## src/rtl/hmmm_io_fifo_pkg.sv

```systemverilog
// rtl/hmmm_io_fifo_pkg.sv - shared word width and default depth for the Hmmm buffered I/O port
package hmmm_io_fifo_pkg;

  localparam int HMMM_WORD_WIDTH = 16;
  localparam int HMMM_IO_DEPTH   = 4;

endpackage

```

## src/rtl/hmmm_sync_fifo.sv

```systemverilog
// rtl/hmmm_sync_fifo.sv - synchronous show-ahead FIFO with count-derived flags and sync flush
module hmmm_sync_fifo #(
  parameter int WIDTH = 16,
  parameter int DEPTH = 4
) (
  input  logic                       clk,
  input  logic                       rst_n,
  input  logic                       flush,
  input  logic                       push,
  input  logic                       pop,
  input  logic [WIDTH-1:0]           din,
  output logic [WIDTH-1:0]           dout,
  output logic                       full,
  output logic                       empty,
  output logic [$clog2(DEPTH+1)-1:0] count
);

  localparam int PW = $clog2(DEPTH);
  localparam int CW = $clog2(DEPTH+1);

  logic [WIDTH-1:0] mem_q [DEPTH];
  logic [WIDTH-1:0] mem_d [DEPTH];
  logic [PW-1:0]    wr_ptr_q, wr_ptr_d;
  logic [PW-1:0]    rd_ptr_q, rd_ptr_d;
  logic [CW-1:0]    count_q, count_d;
  logic             do_push, do_pop;

  assign full  = (count_q == CW'(DEPTH));
  assign empty = (count_q == '0);
  assign count = count_q;
  assign dout  = mem_q[rd_ptr_q];

  assign do_push = push && !full;
  assign do_pop  = pop && !empty;

  always_comb begin
    mem_d    = mem_q;
    wr_ptr_d = wr_ptr_q;
    rd_ptr_d = rd_ptr_q;
    count_d  = count_q;
    // Flush resets bookkeeping only; stale words stay in storage.
    if (flush) begin
      wr_ptr_d = '0;
      rd_ptr_d = '0;
      count_d  = '0;
    end else begin
      if (do_push) begin
        mem_d[wr_ptr_q] = din;
        wr_ptr_d        = wr_ptr_q + PW'(1);
      end
      if (do_pop) begin
        rd_ptr_d = rd_ptr_q + PW'(1);
      end
      count_d = count_q + CW'(do_push) - CW'(do_pop);
    end
  end

  always_ff @(posedge clk or negedge rst_n) begin
    if (!rst_n) begin
      for (int i = 0; i < DEPTH; i++) begin
        mem_q[i] <= '0;
      end
      wr_ptr_q <= '0;
      rd_ptr_q <= '0;
      count_q  <= '0;
    end else begin
      mem_q    <= mem_d;
      wr_ptr_q <= wr_ptr_d;
      rd_ptr_q <= rd_ptr_d;
      count_q  <= count_d;
    end
  end

endmodule

```

## src/rtl/hmmm_io_fifo.sv

```systemverilog
// rtl/hmmm_io_fifo.sv - buffered Hmmm I/O port: input/output FIFOs, ext handshakes, atomic core stall
module hmmm_io_fifo
  import hmmm_io_fifo_pkg::*;
#(
  parameter int WIDTH     = HMMM_WORD_WIDTH,
  parameter int IN_DEPTH  = HMMM_IO_DEPTH,
  parameter int OUT_DEPTH = HMMM_IO_DEPTH
) (
  input  logic                           clk,
  input  logic                           rst,
  input  logic                           flush,
  input  logic                           cpu_read,
  output logic [WIDTH-1:0]               cpu_rd_data,
  input  logic                           cpu_write,
  input  logic [WIDTH-1:0]               cpu_wr_data,
  output logic                           stall,
  input  logic [WIDTH-1:0]               ext_in_data,
  input  logic                           ext_in_valid,
  output logic                           ext_in_ready,
  output logic [WIDTH-1:0]               ext_out_data,
  output logic                           ext_out_valid,
  input  logic                           ext_out_ready,
  output logic [$clog2(IN_DEPTH+1)-1:0]  in_count,
  output logic [$clog2(OUT_DEPTH+1)-1:0] out_count
);

  logic in_full, in_empty, out_full, out_empty;
  logic in_push, in_pop, out_push, out_pop;

  // Stall sees only core strobes and registered flags, never ext_* inputs.
  assign stall = (cpu_read && in_empty) || (cpu_write && out_full);

  assign ext_in_ready  = !in_full;
  assign ext_out_valid = !out_empty;

  assign in_push  = ext_in_valid && ext_in_ready;
  assign in_pop   = cpu_read && !stall;
  assign out_push = cpu_write && !stall;
  assign out_pop  = ext_out_valid && ext_out_ready;

  hmmm_sync_fifo #(.WIDTH(WIDTH), .DEPTH(IN_DEPTH)) u_in_fifo (
    .clk   (clk),
    .rst_n (rst),
    .flush (flush),
    .push  (in_push),
    .pop   (in_pop),
    .din   (ext_in_data),
    .dout  (cpu_rd_data),
    .full  (in_full),
    .empty (in_empty),
    .count (in_count)
  );

  hmmm_sync_fifo #(.WIDTH(WIDTH), .DEPTH(OUT_DEPTH)) u_out_fifo (
    .clk   (clk),
    .rst_n (rst),
    .flush (flush),
    .push  (out_push),
    .pop   (out_pop),
    .din   (cpu_wr_data),
    .dout  (ext_out_data),
    .full  (out_full),
    .empty (out_empty),
    .count (out_count)
  );

endmodule
```

## config.mk

```make
export PLATFORM = sky130hd
export DESIGN_NAME = hmmm_io_fifo
export DESIGN_NICKNAME = d
export VERILOG_FILES = /design/src/rtl/hmmm_io_fifo_pkg.sv /design/src/rtl/hmmm_sync_fifo.sv /design/src/rtl/hmmm_io_fifo.sv
export SDC_FILE = /design/constraint.sdc
export NUM_CORES = 1
export LEC_CHECK = 0
export BUFFER_PORTS_ARGS = -buffer_cell sky130_fd_sc_hd__buf_4
export CORE_ASPECT_RATIO = 0.6
export CORE_UTILIZATION = 40
export DETAILED_ROUTE_END_ITERATION = 8
export GPL_TIMING_DRIVEN = 0
export SKIP_CTS_REPAIR_TIMING = 1
export SYNTH_ARGS = -nofsm -noshare
export SYNTH_HDL_FRONTEND = slang
export SYNTH_SLANG_ARGS = --single-unit
```

## constraint.sdc

```tcl
create_clock -name clk -period 6.1 [get_ports clk]
set_input_delay 0.61 -clock clk [delete_from_list [all_inputs] [get_ports clk]]
set_output_delay 0.61 -clock clk [all_outputs]
set_load 0.01 [all_outputs]
```

==> key figures, run 1 <==
Global route
  • First-pass GRT wire length: 22,200 um
  • GRT overflow: 0
  • Initial antenna violation count: 0
  • Gr usage total: 17.4%
  • Vias in the first global route: 4,040
  • Largest net degree at the start of global routing: 76

Logic synthesis
  • Ys async rst share: 100%
  • Post-synth top area share: 54.0%
  • Post-synth EDFFs: 0
  • Seq cells post-synth: 142
  • Cells after Synth: 408
  • Commonest cells post-synth: dfrtp_1, mux2_2, mux4_2, mux2_4
  • Sequential-to-total area share from yosys stat: 54.0%
  • Biggest area consumer among synthesized cells: dfrtp_1
  • Syn avg cell area: 16.1 um^2
  • Ys Warns: 0
  • Synth Cell Area: 0.00658 mm^2
  • Top cells by area, synth: dfrtp_1, mux2_2, mux4_2
  • Unique masters post-synth: 38
  • Top-count cell post-synth: dfrtp_1
  • Primary FF master, synth: dfrtp_1
  • Syn Nets: 461

Run
  • Max-cap violation count: 0

Floorplanning
  • DIE AREA: 0.0170 mm^2
  • Core footprint: 0.0157 mm^2
  • Initial Util: 41.9%
  • Rows: 35
  • Num ports: 80
  • Die height: 101 um
  • Die width: 168 um

Place
  • Dpl cells: 690
  • Placed cell area: 0.00745 mm^2
  • Port bufs: 78
  • Pre-CTS WS: 3.33 ns
  • Hpwl dp: 9240 um
  • Final RePlAce weighted congestion: 0.713

Outcome
  • Status: complete, no violations

Timing
  • Final count of hold timing violations: 0
  • Tmin final: 3.05 ns
  • Slew Viols, Final: 0
  • Final WS setup: 3.05 ns
  • TNS Setup: 0 ns
  • Period utilization: 50.0%
  • RSZ-0062 raised after global routing: false
  • FMAX: 0.328 GHz
  • Worst slew pin tran: 0.733 ns
  • Relative max-transition margin: 50.9%
  • Final setup skew: 0.0116 ns
  • Finish-stage setup viols: 0

CTS
  • Clock root buffer: clkbuf_16
  • H-Tree Depth: 4
  • TritonCTS sink count: 142
  • Longest Clk Path Bufs: 2
  • CTS tree: done
  • Num CTS Buffers: 17
  • Clk_lat worst skew: 0.41 ns
  • Clock Pin Slew Worst Setup and Hold Paths: 0.06 ns

Setup path
  • Top delay family on crit path: buffers and inverters
  • Worst Setup End Kind: output pin
  • Critical-path maximum fanout: 10
  • Crit path cell chain: clkbuf_1, buf_1, mux4_2, buf_4
  • Slowest CP cell: buf_1
  • Buf/Inv on CP: 3
  • Reg2Reg Capture Point: u_in_fifo.count[2]$_DFF_PN0_
  • R2R depth: 10
  • Worst Path Required: 5.49 ns
  • FF-to-FF setup slack: 3.29 ns
  • Slowest stage delay, CP: 0.61 ns
  • Worst setup path start: u_out_fifo.rd_ptr_q[1]$_DFFE_PN0P_
  • Critical path class: flip-flop to output pin
  • R2r startpoint: u_out_fifo.count[1]$_DFF_PN0_
  • WP data arrival: 2.44 ns
  • Crit start category: flip-flop

Final layout
  • ANT cells: 0
  • Non-filler instance count after layout: 722
  • Layout cell share with drive strength beyond 1: 57.2%
  • Post-route cell area: 0.00805 mm^2
  • Nets@finish: 559
  • P&R area growth vs syn: 22.5%
  • Finished Core Util: 51.4%

Drt
  • DRC Markers: 0
  • Drt pass-1 iters: 4
  • Initial DRC Count: 148
  • Drt total wl: 13,300 um
  • ANT nets after route: 0
  • Via density: 5.18
  • Wire per inst: 18.4 um
  • DR vias: 3,742

Power and ir drop
  • Maximum vdd drop: 0.173 mV
  • Power density cells: 495 mW/mm^2
  • Leak pwr: 3.66 nW

Min path
  • Min-delay worst type: input pin to asynchronous set/reset pin
[per-stage QoR]
step	power (mW)	hold slack [ns]
floorplan	2.43	0.314
global placement	2.91	0.482
detailed placement	2.97	0.487
CTS	4.04	0.234
global route	4.25	0.268
finish	3.99	0.214
[layer usage]
layer  up-vias  global-route usage (%)  wire length [um]
li1       1696                       -                 -
met1      1966                    26.4              7020
met2        71                    24.0              5610
met3         9                    4.73               580
met4         0                    5.50               101
met5         -                       0                 0
[flip-flops by register name, indices dropped and copies added (netlist names)]
signal and flops:
u_in_fifo.mem_q 64, u_out_fifo.mem_q 64, u_in_fifo.count 3, u_out_fifo.wr_ptr_q 2, u_in_fifo.wr_ptr_q 2, u_in_fifo.rd_ptr_q 2, u_out_fifo.rd_ptr_q 2, u_out_fifo.count 3
[how the worst max path moves through the flow]
stage | to | slack (ns) | cells past startpoint
floorplan | u_in_fifo.count[2]$_DFF_PN0_ | 3.65 | 10
global placement | u_in_fifo.count[2]$_DFF_PN0_ | 3.38 | 10
detailed placement | u_in_fifo.count[2]$_DFF_PN0_ | 3.33 | 10
CTS | ext_out_data[3] | 3.03 | 4
global route | cpu_rd_data[0] | 2.91 | 4
finish | ext_out_data[3] | 3.05 | 4
[kinds of logic after synthesis]
| kind of cell | after synthesis | synth area share [%] |
|---|---|---|
| adder cells (fa/ha/maj) | 14 | 2.89 |
| multiplexers | 164 | 34.3 |
| XOR/XNOR | 4 | 0.533 |
| buffers and inverters | 33 | 2.84 |
| AO/OA/AOI/OAI | 10 | 0.990 |
| AND/OR/NAND/NOR | 41 | 4.41 |
| flip-flops | 142 | 54.0 |
[report_power, final]
| group | switching (mW) | internal (mW) |
|---|---|---|
| clock | 0.400 | 0.656 |
| combinational | 0.540 | 0.856 |
| sequential | 0.207 | 1.33 |
[layout by cell type (no fill, tap or decap), types with 7 or more instances in the layout]
master	netlist	routed
dfrtp_1	142	142
mux2_2	118	118
buf_4	0	77
mux4_2	32	32
clkbuf_16	0	17
mux2_4	13	13
inv_1	12	12
nor2_1	12	12
ha_1	12	12
buf_2	7	7
[final cells by class]
| cell class | count | area [um^2] |
|---|---|---|
| Fill cell | 1328 | 7630 |
| Inverter | 13 | 48.8 |
| Clock inverter | 13 | 163 |
| Sequential cell | 142 | 3550 |
| Clock buffer | 19 | 443 |
| Buffer | 20 | 138 |
| Tap cell | 203 | 254 |
| Timing Repair Buffer | 79 | 617 |
| Multi-Input combinational cell | 233 | 2840 |
Power figures use the tool's default switching activity.
==> run 2, diff against run 1 <==
clock period = 3.1 ns   (was 6.1 ns; I/O delays follow)
==> key figures, run 2 (synthesis gave the netlist of run 1 again) <==
CTS
  • Longest Clk Path Bufs: 2 (unchanged)
  • Num CTS Buffers: 17 (unchanged)
  • CTS tree: done
  • Clock Pin Slew Worst Setup and Hold Paths: 0.06 ns (about the same)
  • Clock root buffer: clkbuf_16
  • TritonCTS sink count: 142 (unchanged)
  • H-Tree Depth: 4 (unchanged)
  • Clk_lat worst skew: 0.41 ns (about the same)

Power and ir drop
  • Leak pwr: 3.66 nW (+0.11%)
  • Power density cells: 974 mW/mm^2 (+97%)
  • Tot Pwr: 7.85 mW (+97%)
  • Maximum vdd drop: 0.342 mV (+98%)

Setup path
  • Critical path class: flip-flop to flip-flop
  • Worst Setup End Kind: flip-flop
  • Crit path cell chain: nor3b_2, a21oi_1, ha_1, inv_1, ha_1, inv_1, fa_1, xor2_1, and2_1, nor3_1
  • Buf/Inv on CP: 2 (-1)
  • Critical-path maximum fanout: 8 (-2)
  • Slowest stage delay, CP: 0.63 ns (+0.02 ns)
  • Crit start category: flip-flop
  • Top delay family on crit path: simple AND/OR/NAND/NOR gates
  • Worst Path Required: 3.42 ns (-2.07 ns)
  • Slowest CP cell: nor3b_2
  • WP data arrival: 3.14 ns (+0.70 ns)

Drt
  • DR vias: 3,738 (-0.11%)
  • Drt pass-1 iters: 4 (unchanged)
  • Drt total wl: 13,300 um (+0.20%)
  • Via density: 5.17 (-0.25%)
  • DRC Markers: 0 (unchanged)
  • ANT nets after route: 0 (unchanged)
  • Initial DRC Count: 136 (-8.1%)
  • Wire per inst: 18.5 um (about the same)

Final layout
  • Nets@finish: 560 (+0.18%)
  • Biggest regs: u_in_fifo.mem_q: 64 flops, u_out_fifo.mem_q: 64 flops
  • Finished Core Util: 51.4% (+0.064 points)
  • Post-route cell area: 0.00806 mm^2 (+0.12%)
  • Commonest non-fill, non-tap cell in the layout: dfrtp_1
  • Non-filler instance count after layout: 723 (+0.14%)
  • ANT cells: 0 (unchanged)
  • P&R area growth vs syn: 22.6%
  • Most frequent cells in the layout: dfrtp_1, mux2_2, buf_4, mux4_2, clkbuf_16
  • Layout cell share with drive strength beyond 1: 57.1% (-0.11 points)

Place
  • Dpl cells: 690 (unchanged)
  • Hpwl dp: 9240 um (unchanged)
  • Final RePlAce weighted congestion: 0.713 (unchanged)
  • Pre-CTS WS: 0.328 ns (-3.00 ns)
  • Port bufs: 78 (unchanged)
  • Placed cell area: 0.00745 mm^2 (unchanged)

Floorplanning
  • Num ports: 80 (unchanged)
  • Core footprint: 0.0157 mm^2 (unchanged)
  • Rows: 35 (unchanged)
  • Die width: 168 um (unchanged)
  • DIE AREA: 0.0170 mm^2 (unchanged)
  • Die height: 101 um (unchanged)
  • Initial Util: 41.9% (unchanged)

Timing
  • Finish-stage setup viols: 0 (unchanged)
  • Tmin final: 2.81 ns
  • Period utilization: 90.7%
  • TNS Setup: 0 ns (unchanged)
  • Worst slew pin tran: 0.730 ns (-0.00235 ns)
  • Relative max-transition margin: 51.1% (+0.16 points)
  • Final setup skew: 0.0118 ns (+0.000222 ns)
  • Hold WS: 0.152 ns (-0.0622 ns)
  • Slew Viols, Final: 0 (unchanged)
  • FMAX: 0.356 GHz
  • RSZ-0062 raised after global routing: false
  • Final WS setup: 0.287 ns (-2.76 ns)
  • Final count of hold timing violations: 0 (unchanged)

Outcome
  • Status: complete, no violations

Min path
  • Min-delay worst type: input pin to flip-flop

Global route
  • First-pass GRT wire length: 22,200 um (unchanged)
  • Vias in the first global route: 4,040 (unchanged)
  • Initial antenna violation count: 0 (unchanged)
  • GRT overflow: 0 (unchanged)
  • Largest net degree at the start of global routing: 76 (unchanged)
  • Gr usage total: 17.4% (unchanged)

Run
  • Max-cap violation count: 0 (unchanged)
## run 2: final cells by class
cell class	instances	area [um^2]
inverters	13	48.8
fillers	1328	7620
flip-flops and latches	142	3550
clock buffers	19	443
plain buffers	20	138
clock inverters	13	163
well taps	203	254
multi-input cells	233	2840
repair buffers	80	627
## run 2: worst reg2reg max path, delay by kind of cell, from the launching register on
kind	cells	cell delay, ns
and+or+nand+nor	3	0.93
DFF	1	0.48
AOI/OAI and AO/OA	1	0.23
adders and majority gates	3	0.81
buffers and inverters	2	0.10
xor gates and xnor gates	1	0.17
## run 2: final timing paths
kind	from	to	slack [ns]	cells after the start
setup / recovery	u_out_fifo.count[1]$_DFF_PN0_	u_in_fifo.count[2]$_DFF_PN0_	0.29	10
hold / removal	cpu_wr_data[6]	u_out_fifo.mem_q[6]$_DFFE_PN0P_	0.15	2
setup reg to reg	u_out_fifo.count[1]$_DFF_PN0_	u_in_fifo.count[2]$_DFF_PN0_	0.29	10
hold reg to reg	u_in_fifo.mem_q[16]$_DFFE_PN0P_	u_in_fifo.mem_q[16]$_DFFE_PN0P_	0.50	1
max in group asynchronous	rst	u_in_fifo.mem_q[52]$_DFFE_PN0P_	1.83	3
min in group asynchronous	rst	u_out_fifo.mem_q[6]$_DFFE_PN0P_	0.48	2
## run 2: routing by layer
metal	GRT usage, %	share of wire [%]	vias to the layer above
li1	-	-	1701
met1	26.4	53	1960
met2	24.0	42	67
met3	4.73	4.3	10
met4	5.50	0.78	0
met5	0	0	-
## run 2: power by group
part | internal, mW | switching [mW] | total, mW
sequential | 2.62 | 0.408 | 3.02
clock | 1.29 | 0.791 | 2.08
combinational | 1.69 | 1.06 | 2.75
